<file path="src/rtl/addr_gen_pipe.sv">
// addr_gen_pipe: two-stage valid/ready effective-address generator.
// Stage 1 registers the selected base and the extended/scaled offset;
// stage 2 registers their sum together with carry and signed-overflow flags.
module addr_gen_pipe #(
  parameter int unsigned WIDTH = 16,
  parameter int unsigned OFF_A = 6,
  parameter int unsigned OFF_B = 9,
  parameter int unsigned OFF_C = 11
) (
  input  logic             Clk,
  input  logic             Reset_n,
  input  logic             in_valid,
  output logic             in_ready,
  input  logic             addr1_sel,
  input  logic [1:0]       addr2_sel,
  input  logic             scale,
  input  logic [WIDTH-1:0] base_pc,
  input  logic [WIDTH-1:0] base_reg,
  input  logic [WIDTH-1:0] ir,
  output logic             out_valid,
  input  logic             out_ready,
  output logic [WIDTH-1:0] ea,
  output logic             carry,
  output logic             ovf
);

  localparam int unsigned MSB = WIDTH - 1;

  // offset field selector encodings
  localparam logic [1:0] SEL_ZERO = 2'b00;
  localparam logic [1:0] SEL_A    = 2'b01;
  localparam logic [1:0] SEL_B    = 2'b10;
  localparam logic [1:0] SEL_C    = 2'b11;

  // pipeline state
  logic             r_s1_v;
  logic             r_s2_v;
  logic [WIDTH-1:0] r_op1;
  logic [WIDTH-1:0] r_op2;
  logic [WIDTH-1:0] r_ea;
  logic             r_carry;
  logic             r_ovf;

  // handshake and datapath nets
  logic             w_s2_adv;
  logic             w_s1_adv;
  logic             w_accept;
  logic             w_drain;
  logic [WIDTH-1:0] w_op1;
  logic [WIDTH-1:0] w_sext_a;
  logic [WIDTH-1:0] w_sext_b;
  logic [WIDTH-1:0] w_sext_c;
  logic [WIDTH-1:0] w_off;
  logic [WIDTH-1:0] w_op2;
  logic [WIDTH:0]   w_sum;
  logic             w_ovf;

  // Upper IR bits beyond the long field never feed the datapath.
  if (OFF_C < WIDTH) begin : g_ir_hi
    logic unused_ir_hi;
    assign unused_ir_hi = ^ir[WIDTH-1:OFF_C];
  end

  // Stage advance rules; in_ready deliberately ignores in_valid.
  assign w_s2_adv = !r_s2_v || out_ready;
  assign w_s1_adv = r_s1_v && w_s2_adv;
  assign in_ready = !r_s1_v || w_s2_adv;
  assign w_accept = in_valid && in_ready;
  assign w_drain  = r_s2_v && out_ready;

  // Base operand select.
  assign w_op1 = addr1_sel ? base_reg : base_pc;

  // Sign-extend each IR offset field to the full datapath width.
  always_comb begin
    w_sext_a              = {WIDTH{ir[OFF_A-1]}};
    w_sext_a[OFF_A-1:0]   = ir[OFF_A-1:0];
    w_sext_b              = {WIDTH{ir[OFF_B-1]}};
    w_sext_b[OFF_B-1:0]   = ir[OFF_B-1:0];
    w_sext_c              = {WIDTH{ir[OFF_C-1]}};
    w_sext_c[OFF_C-1:0]   = ir[OFF_C-1:0];
  end

  // Offset field select; zero selection is unaffected by scaling.
  always_comb begin
    w_off = '0;
    unique case (addr2_sel)
      SEL_ZERO: w_off = '0;
      SEL_A:    w_off = w_sext_a;
      SEL_B:    w_off = w_sext_b;
      SEL_C:    w_off = w_sext_c;
      default:  w_off = '0;
    endcase
  end

  // Optional x2 scale; the bit shifted out of the MSB is dropped.
  assign w_op2 = scale ? {w_off[MSB-1:0], 1'b0} : w_off;

  // Full-width sum plus carry, and signed overflow of the registered operands.
  assign w_sum = {1'b0, r_op1} + {1'b0, r_op2};
  assign w_ovf = (r_op1[MSB] == r_op2[MSB]) && (w_sum[MSB] != r_op1[MSB]);

  // Stage 1: capture operands on accept, empty when handed on with no refill.
  always_ff @(posedge Clk or negedge Reset_n) begin
    if (!Reset_n) begin
      r_s1_v <= 1'b0;
      r_op1  <= '0;
      r_op2  <= '0;
    end else if (w_accept) begin
      r_s1_v <= 1'b1;
      r_op1  <= w_op1;
      r_op2  <= w_op2;
    end else if (w_s1_adv) begin
      r_s1_v <= 1'b0;
    end
  end

  // Stage 2: load result when stage 1 advances, empty on drain with no refill.
  always_ff @(posedge Clk or negedge Reset_n) begin
    if (!Reset_n) begin
      r_s2_v  <= 1'b0;
      r_ea    <= '0;
      r_carry <= 1'b0;
      r_ovf   <= 1'b0;
    end else if (w_s1_adv) begin
      r_s2_v  <= 1'b1;
      r_ea    <= w_sum[MSB:0];
      r_carry <= w_sum[WIDTH];
      r_ovf   <= w_ovf;
    end else if (w_drain) begin
      r_s2_v  <= 1'b0;
    end
  end

  // Registered outputs; result fields persist while the pipe is empty.
  assign out_valid = r_s2_v;
  assign ea        = r_ea;
  assign carry     = r_carry;
  assign ovf       = r_ovf;

endmodule

</file>
<file path="config.mk">
export PLATFORM = sky130hd
export DESIGN_NAME = addr_gen_pipe
export DESIGN_NICKNAME = d
export VERILOG_FILES = /design/src/rtl/addr_gen_pipe.sv
export SDC_FILE = /design/constraint.sdc
export NUM_CORES = 1
export LEC_CHECK = 0
export ABC_AREA = 1
export BUFFER_PORTS_ARGS = -buffer_cell sky130_fd_sc_hd__buf_2
export CAP_MARGIN = 20
export CORE_UTILIZATION = 40
export CTS_BUF_LIST = sky130_fd_sc_hd__clkbuf_16
export DETAILED_ROUTE_END_ITERATION = 12
export PLACE_DENSITY_LB_ADDON = 0.12
export REMOVE_ABC_BUFFERS = 1
export SLEW_MARGIN = 20
export SYNTH_ARGS = -nofsm -noshare
export SYNTH_HDL_FRONTEND = slang
export SYNTH_SLANG_ARGS = --single-unit
</file>
<file path="constraint.sdc">
create_clock -name Clk -period 1.5 [get_ports Clk]
set_input_delay 0.075 -clock Clk [delete_from_list [all_inputs] [get_ports Clk]]
set_output_delay 0.075 -clock Clk [all_outputs]
set_load 0.005 [all_outputs]
</file>
==> impl_metrics.env, run 1 <==
export IMPL_status="complete, but fails checks"
export IMPL_violations="negative setup slack"
export IMPL_setup_ws_ns=-0.09429
export IMPL_cts_root_buffer="clkbuf_16"
export IMPL_cp_slowest_stage_delay_ns=0.50
export IMPL_grt_pass1_wl_microns=13330
export IMPL_finalHoldViolCount=0
export IMPL_min_to="r_op1[15]"
export IMPL_grt_pass1_vias=2939
export IMPL_cts_tree="built"
export IMPL_hp_class="primary input to flop"
export IMPL_post_route_drc_count=0
export IMPL_drv_slew=0
export IMPL_postLayoutCoreUtil=0.5929
export IMPL_coreArea_sq_um=7687
export IMPL_dp_slack_ns=-0.2266
export IMPL_crit_chain="ha_4, nand2_2, nand2_1, nand2_1, nand2_1, a21oi_4, nand2_1, nand2_1, nand3_2, nand2_1"
export IMPL_finalSetupViolCount=9
export IMPL_crit_path_frequent_cell="nand2_1"
export IMPL_finalSetupTns_ns=-0.5556
export IMPL_routedWlPerCell_microns=12.52
export IMPL_min_delay_start="base_pc[15]"
export IMPL_yosysUniqueCellTypes=29
export IMPL_rsz0062_at_grt="true"
export IMPL_whs_path_depth=3
export IMPL_vias=3121
export IMPL_rows=32
export IMPL_die_height_microns=91.14
export IMPL_cts_sinks=48
export IMPL_cp_data_required_time_ns=1.73
export IMPL_drtIter0Drc=131
export IMPL_power_leakage_uw=0.002396
export IMPL_p_per_area_nw_per_um2=1358
export IMPL_numCtsBuffers=5
export IMPL_end_kind="flop"
export IMPL_die_w_microns=91.14
export IMPL_finClkSkew_ns=0.005734
export IMPL_worst_slew_margin_rel=0.6894
export IMPL_crit_fanout=6
export IMPL_crit_slowest_cell="dfrtp_2"
export IMPL_area_delta_synth_final_pct=43.43
export IMPL_min_period_over_period=1.063
export IMPL_tightestPinTransition_ns=0.4658
export IMPL_drive_gt1_frac=0.3914
export IMPL_rrSetupSlack_ns=-0.09
export IMPL_power_uw=6191
export IMPL_routed_wl_microns=8253
export IMPL_fin_crit_ns=1.594
export IMPL_avgViaCountPerCell=4.736
export IMPL_drt_first_pass_iters=4
export IMPL_io_pins=76
export IMPL_ir_drop_uv=465.7
export IMPL_gr_total_overflow=0
export IMPL_cts_buffer_depth=2
export IMPL_layoutNonFillerInstCount=659
export IMPL_start_kind="flop"
export IMPL_antennaDiodeCount=0
export IMPL_grt_max_degree=49
export IMPL_cts_htree_levels=2
export IMPL_dp_cells=636
export IMPL_synth_avg_cell_area_sq_um=7.078
export IMPL_syn_inst=449
export IMPL_final_cell_mix="124 x nand2_1, 70 x buf_2, 52 x inv_1"
export IMPL_r2r_cells=10
export IMPL_drv_cap=0
export IMPL_dp_hpwl_microns=5570
export IMPL_synth_area_sq_um=3178
export IMPL_rr_startpoint="r_op2[14]"
export IMPL_clkTransAtPathRegs_ns=0.06
export IMPL_initial_utilization=0.4134
export IMPL_ys_seq_elements=48
export IMPL_arrival_ns=1.82
export IMPL_ys_warn_count=0
export IMPL_numPortBuffers=70
export IMPL_path_class="flop to flop"
export IMPL_final_nets=630
export IMPL_ant_nets=0
export IMPL_clk_latency_ns=0.28
export IMPL_dieArea_sq_um=8306
export IMPL_seq_area_frac_synth=0.3780
export IMPL_fmax_ghz=0.6272
export IMPL_gp_congestion=0.8525
export IMPL_r2r_end="ovf"
export IMPL_layout_commonest_cell="nand2_1"
export IMPL_grt_usage=0.1985
export IMPL_antenna_found_initial=0
==> per-stage QoR <==
stage | hold WS [ns] | area, sq um
5_1_grt | 0.07379 | 4558
2_1_floorplan | -0.2206 | 3110
6_report | 0.05142 | 4558
3_3_place_gp | 0.08156 | 3831
4_1_cts | 0.06160 | 4283
3_5_place_dp | 0.08223 | 3831
==> cell type report <==
type,instances,area [sq um]
inverter,61,230.2
multi-input combinational,326,2148
tap,102,127.6
clock inverter,2,7.507
fill,710,3129
sequential,48,1204
timing repair buffer,115,715.7
clock buffer,5,125.1
==> Yosys cell counts (all sizes together) <==
cell type / number / share of area
buf: 10 / 0.017
inv: 61 / 0.072
ha: 16 / 0.063
nand2: 161 / 0.20
nand4: 3 / 0.0059
a21oi: 12 / 0.024
o21ai: 47 / 0.074
nand3b: 2 / 0.0047
clkbuf: 4 / 0.0047
fa: 1 / 0.0063
and2: 2 / 0.0039
o211a: 1 / 0.0031
o22a: 7 / 0.019
xnor2: 5 / 0.014
nand3: 36 / 0.065
dfrtp: 48 / 0.38
a31oi: 2 / 0.0039
nor3: 1 / 0.0031
or2: 1 / 0.0020
o211ai: 1 / 0.0024
nor2: 28 / 0.037
==> registers in the layout, indices dropped and copies added (netlist names) <==
name	count
ovf	1
r_s1_v	1
out_valid	1
r_op1	16
r_op2	12
ea	16
carry	1
==> worst max path at each step <==
stage / startpoint / endpoint / slack [ns] / depth (start not counted)
floorplan: r_op1[0] / ea[12] / -0.13 / 9
global placement: r_op1[0] / ea[12] / -0.18 / 9
detailed placement: r_op1[0] / carry / -0.23 / 8
CTS: r_op1[0] / ea[6] / -0.09 / 7
global route: r_op2[14] / ovf / -0.18 / 8
finish: r_op2[14] / ovf / -0.09 / 10
==> cells by family (layout without fill, tap and decap cells) <==
| kind of cell | Yosys count | after routing | share of synthesized area |
|---|---|---|---|
| and+or+nand+nor | 234 | 234 | 0.3193 |
| buffers and inverters | 75 | 183 | 0.09331 |
| AOI/OAI and AO/OA | 70 | 70 | 0.1264 |
| DFF | 48 | 48 | 0.3780 |
| adders and majority gates | 17 | 17 | 0.06929 |
| xor gates and xnor gates | 5 | 5 | 0.01378 |
==> worst max-delay path: cells and delay by family (launching register included) <==
kind | cells | cell delay [ns]
AO/OA/AOI/OAI | 1 | 0.18
flip-flops | 1 | 0.50
adder cells (fa/ha/maj) | 1 | 0.31
AND/OR/NAND/NOR | 8 | 0.55
==> power by group <==
group	total (uW)	internal [uW]	switching (uW)
Clock	1060	597	458
Combinational	3200	1540	1660
Sequential	1940	1660	278
==> metal layers <==
layer	part of all wire	wire length, microns	global-route usage
met1	0.50	4106	0.2629
met3	0.028	227	0.03601
met5	0	0	0
met4	0.0099	82	0.04497
met2	0.46	3836	0.3365
==> repair_timing <==
item	in CTS	in global routing
hold endpoints to repair	48	0
pin swaps	22	25
endpoints found under the setup margin	16	18
setup buffers	8	7
hold buffers	1	0
gates resized for setup	40	59
(Power assumes the default switching activity.)
==> run 2, diff against run 1 <==
Clock period 1.5 ns to 1.6 ns, I/O delays scaled along.
==> run 2 against run 1 <==
  * The flow now finishes without violations
  * Critical path depth is 3 lower
  * Clock power is 10% higher
  * Clock skew fell by 0.0020 ns
  * Sequential power down 7%
  * Utilization is 1.4 points lower
  * Non-clock buffer count fell by 8
  * Largest cell class unchanged
  * Combinational power shrank 13%
  * Final cell count shrank 1.1%
  * Final area is 2.3% lower
==> impl_metrics.env, run 2 (same netlist as run 1, synthesis figures left out) <==
export IMPL_status="completed"
export IMPL_rr_startpoint="r_op1[0]"
export IMPL_crit_fanout=4
export IMPL_rows=32
export IMPL_cp_slowest_stage_delay_ns=0.39
export IMPL_crit_buf_inv=0
export IMPL_cts_htree_levels=2
export IMPL_arrival_ns=1.77
export IMPL_p_comb_frac=0.483
export IMPL_dp_slack_ns=-0.1183
export IMPL_final_cell_mix="126 x nand2_1, 70 x buf_2, 55 x inv_1"
export IMPL_tightestPinTransition_ns=0.4634
export IMPL_gr_total_overflow=0
export IMPL_dp_hpwl_microns=5688
export IMPL_whs_path_depth=3
export IMPL_grt_usage=0.1941
export IMPL_rrSetupSlack_ns=0.01
export IMPL_dr_wl_met3_microns=209
export IMPL_gp_congestion=0.8440
export IMPL_post_route_drc_count=0
export IMPL_path_class="flop to flop"
export IMPL_cts_tree="built"
export IMPL_postLayoutCoreUtil=0.5794
export IMPL_cp_data_required_time_ns=1.78
export IMPL_routed_wl_microns=7611
export IMPL_holdWs_ns=0.06127
export IMPL_finalSetupViolCount=0
export IMPL_min_period_over_period=0.9930
export IMPL_finClkSkew_ns=0.003726
export IMPL_grt_pass1_vias=2938
export IMPL_start_kind="flop"
export IMPL_fin_crit_ns=1.589
export IMPL_numCtsBuffers=5
export IMPL_die_w_microns=91.14
export IMPL_antenna_found_initial=0
export IMPL_io_pins=76
export IMPL_pwr_share_clk=0.203
export IMPL_hp_class="primary input to flop"
export IMPL_area_delta_synth_final_pct=40.16
export IMPL_crit_slowest_cell="dfrtp_1"
export IMPL_r2r_cells=7
export IMPL_path_delay_family="adder cells"
export IMPL_r2r_end="ea[6]"
export IMPL_min_to="r_op1[15]"
export IMPL_grt_max_degree=36
export IMPL_ant_nets=0
export IMPL_p_int_uw=3607
export IMPL_worst_slew_margin_rel=0.6910
export IMPL_ir_drop_uv=487.7
export IMPL_die_height_microns=91.14
export IMPL_clkTransAtPathRegs_ns=0.06
export IMPL_drt_met1_wl_microns=3937
export IMPL_end_kind="flop"
export IMPL_top_layer_used="met4"
export IMPL_p_per_area_nw_per_um2=1290
export IMPL_layout_commonest_cell="nand2_1"
export IMPL_fillers=724
export IMPL_vias=3029
export IMPL_final_nets=622
export IMPL_cts_root_buffer="clkbuf_16"
export IMPL_drv_cap=0
export IMPL_wl_met2_microns=3379
export IMPL_cts_sinks=48
export IMPL_grt_pass1_wl_microns=13100
export IMPL_setup_ws_ns=0.01117
export IMPL_seq_power_share=0.315
export IMPL_drt_first_pass_iters=4
export IMPL_min_delay_start="base_pc[15]"
export IMPL_fmax_ghz=0.6294
export IMPL_drv_slew=0
export IMPL_clk_latency_ns=0.29
export IMPL_avgViaCountPerCell=4.646
export IMPL_finalHoldViolCount=0
export IMPL_coreArea_sq_um=7687
export IMPL_finalSetupTns_ns=0
export IMPL_dieArea_sq_um=8306
export IMPL_cts_buffer_depth=2
export IMPL_rsz0062_at_grt="true"
export IMPL_drtIter0Drc=98
export IMPL_drive_gt1_frac=0.3636
export IMPL_p_sw_uw=2141
export IMPL_numPortBuffers=70
export IMPL_initial_utilization=0.4134
export IMPL_power_leakage_uw=0.002357
export IMPL_crit_chain="ha_2, fa_2, nand2_2, nand3_4, or2_1, nand3_1, nand2_1"
export IMPL_routedWlPerCell_microns=11.67
export IMPL_p_sw_frac=0.3725
export IMPL_antennaDiodeCount=0
run 2: changes by cell type in the layout (fill, tap and decap cells not counted), moves of 2 or more:
cell	delta
inv_1	+3
buf_12	-2
nand2_1	+2
nor2_4	-2
nor2_2	+2
nand3_2	-6
inv_2	-2
buf_4	-7
nand3_1	+4
nand3_4	+2
run 2: layout make-up:
type                       count  area, sq um  share of cell area
tap                          102        127.6             0.02865
timing repair buffer         107        634.4              0.1424
inverter                      61        229.0             0.05140
multi-input combinational    326         2098              0.4711
clock inverter                 3        37.54            0.008427
clock buffer                   5        125.1             0.02809
sequential                    48         1202              0.2699
run 2: timing repair:
action,in CTS,in global routing
setup buffers,0,14
pin swaps,2,34
gates resized for setup,17,70
hold buffers,1,0
setup endpoints to repair,10,14
endpoints found under the hold margin,11,0
run 2: stage by stage:
step / total power, uW / instances / cell area [sq um]
finish: 5748 / 652 / 4454
global route: 6206 / 652 / 4454
CTS: 5254 / 638 / 4069
detailed placement: 3912 / 629 / 3754
global placement: 3878 / 629 / 3754
floorplan: 3083 / 435 / 3110
run 2: worst max-delay path by stage:
stage,from,end,slack (ns),cells past startpoint
global placement,r_op1[0],ea[12],-0.09,9
detailed placement,r_op1[0],carry,-0.12,8
CTS,r_op1[0],ea[6],-0.03,7
global route,r_op2[14],ea[13],-0.07,9
finish,r_op1[0],ea[6],0.01,7
floorplan,r_op1[0],ea[12],-0.03,9
run 2: routing by layer:
metal	vias up	track usage
met5	-	0
met4	0	0.05291
met3	8	0.02764
met2	50	0.3201
met1	1336	0.2660
li1	1635	-
run 2: worst register-to-register path, delay by kind of cell (launching register included):
| kind | cells | cell delay, ns |
|---|---|---|
| flip-flops | 1 | 0.39 |
| adder cells (fa/ha/maj) | 2 | 0.59 |
| AND/OR/NAND/NOR | 5 | 0.51 |
run 2: power groups by stage:
stage	clock (uW)	combinational, uW	sequential, uW
6_report	1170	2770	1810
3_5_place_dp	0	2140	1770
3_3_place_gp	0	2110	1770
4_1_cts	1200	2260	1790
5_1_grt	1240	3110	1850
2_1_floorplan	0	1310	1770
==> run 3, diff against run 2 <==
Settings changed: REMOVE_ABC_BUFFERS 1 to unset.
==> run 3 against run 2 <==
  * The run now ends with negative setup slack left
  * Fmax down 1.2%
  * Hold slack worse by 0.021 ns
  * Final area down 1.8%
  * Non-clock buffer count down 6
  * Routed wire length up 5.2%
  * Final cell count down 1.1%
  * Global-route usage up 1.1 points
  * Largest cell class unchanged
  * Largest power group unchanged
==> impl_metrics.env, run 3 (same netlist as run 1, synthesis figures left out) <==
export IMPL_cts_buffer_depth=2
export IMPL_violations="negative setup slack"
export IMPL_clkTransAtPathRegs_ns=0.07
export IMPL_tightestPinTransition_ns=0.5370
export IMPL_dieArea_sq_um=8306
export IMPL_die_w_microns=91.14
export IMPL_final_nets=616
export IMPL_cp_data_required_time_ns=1.78
export IMPL_final_cell_mix="137 x nand2_1, 70 x buf_2, 57 x inv_1"
export IMPL_worst_slew_margin_rel=0.6420
export IMPL_drtIter0Drc=122
export IMPL_cts_htree_levels=2
export IMPL_fmax_ghz=0.6216
export IMPL_hp_class="primary input to flop"
export IMPL_avgViaCountPerCell=4.752
export IMPL_fin_area_sq_um=4374
export IMPL_rows=32
export IMPL_arrival_ns=1.79
export IMPL_routedWlPerCell_microns=12.42
export IMPL_finalSetupViolCount=1
export IMPL_die_height_microns=91.14
export IMPL_finalHoldViolCount=0
export IMPL_vias=3065
export IMPL_min_period_over_period=1.005
export IMPL_status="complete, but fails checks"
export IMPL_r2r_cells=7
export IMPL_start_kind="flop"
export IMPL_finClkSkew_ns=0.003654
export IMPL_rsz0062_at_grt="true"
export IMPL_gr_total_overflow=0
export IMPL_cts_sinks=48
export IMPL_setup_ws_ns=-0.008743
export IMPL_cts_root_buffer="clkbuf_16"
export IMPL_post_route_drc_count=0
export IMPL_grt_pass1_wl_microns=13540
export IMPL_p_per_area_nw_per_um2=1339
export IMPL_coreArea_sq_um=7687
export IMPL_crit_chain="ha_2, fa_2, nand2_2, nand3_4, or2_1, nand3_1, nand2_1"
export IMPL_post_dp_cell_area_sq_um=3776
export IMPL_power_leakage_uw=0.002305
export IMPL_clk_latency_ns=0.29
export IMPL_area_delta_synth_final_pct=37.64
export IMPL_antennaDiodeCount=0
export IMPL_layout_commonest_cell="nand2_1"
export IMPL_drive_gt1_frac=0.3315
export IMPL_crit_slowest_cell="dfrtp_1"
export IMPL_syn_nets=522
export IMPL_numCtsBuffers=5
export IMPL_numPortBuffers=70
export IMPL_power_uw=5858
export IMPL_drv_cap=0
export IMPL_drt_first_pass_iters=5
export IMPL_cts_tree="built"
export IMPL_drv_slew=0
export IMPL_ir_drop_uv=547.6
export IMPL_ant_nets=0
export IMPL_gp_congestion=0.8486
export IMPL_grt_max_degree=36
export IMPL_end_kind="flop"
export IMPL_whs_path_depth=3
export IMPL_io_pins=76
export IMPL_dp_hpwl_microns=6083
export IMPL_finalSetupTns_ns=-0.008743
export IMPL_cp_slowest_stage_delay_ns=0.40
export IMPL_routed_wl_microns=8010
export IMPL_path_class="flop to flop"
export IMPL_crit_fanout=4
export IMPL_initial_utilization=0.4134
export IMPL_fin_crit_ns=1.609
export IMPL_grt_usage=0.2051
export IMPL_antenna_found_initial=0
export IMPL_grt_pass1_vias=2894
==> run 3: routing by layer <==
layer	up-vias	global-route usage	part of all wire	wire, microns
li1	1612	-	-	-
met2	74	0.3390	0.47	3754
met3	8	0.03099	0.032	258
met1	1371	0.2826	0.49	3887
met5	-	0	0	0
met4	0	0.04762	0.014	110
==> run 3: layout make-up <==
cell class                 count  area [sq um]
timing repair buffer         101         598.1
clock inverter                 2         60.06
fill                         753          3313
clock buffer                   5         125.1
tap                          102         127.6
sequential                    48          1205
inverter                      61         231.5
multi-input combinational    326          2027
==> run 3: critical path: cells and delay by family (launching register included) <==
| family | cells | cell delay, ns |
|---|---|---|
| adders and majority gates | 2 | 0.59 |
| and+or+nand+nor | 5 | 0.51 |
| DFF | 1 | 0.40 |
==> run 3: stage by stage <==
| step | setup WS, ns | hold slack [ns] | util | cells |
|---|---|---|---|---|
| 3_5_place_dp | -0.09161 | 0.09518 | 0.4912 | 630 |
| 2_1_floorplan | 0.04583 | -0.2156 | - | 449 |
| 4_1_cts | -0.06396 | 0.04100 | 0.5417 | 638 |
| 6_report | -0.008743 | 0.04040 | 0.5690 | 645 |
| 3_3_place_gp | -0.08349 | 0.08871 | 0.4912 | 630 |
| 5_1_grt | -0.08666 | 0.06157 | 0.5690 | 645 |
==> run 3: path summary, 6_finish.rpt <==
check / to / start / slack, ns
setup / recovery: ea[6] / r_op2[0] / -0.009
hold / removal: r_op1[15] / base_pc[15] / 0.04
setup reg to reg: ea[6] / r_op2[0] / -0.009
hold reg to reg: ea[9] / ea[9] / 0.47
max in group asynchronous: r_op1[7] / Reset_n / 0.75
min in group asynchronous: ea[7] / Reset_n / 0.30
==> run 3: timing repair <==
| action | 4_1_cts | 5_1_grt |
|---|---|---|
| hold endpoints to repair | 21 | 0 |
| setup endpoints to repair | 10 | 12 |
| hold buffers | 1 | 0 |
| pin swaps | 3 | 19 |
| gates resized for setup | 26 | 41 |
| setup buffers | 0 | 7 |
==> run 3: power by group <==
group	total [uW]	switching [uW]	internal [uW]
Clock	1350	460	887
Combinational	2690	1420	1270
Sequential	1820	261	1560
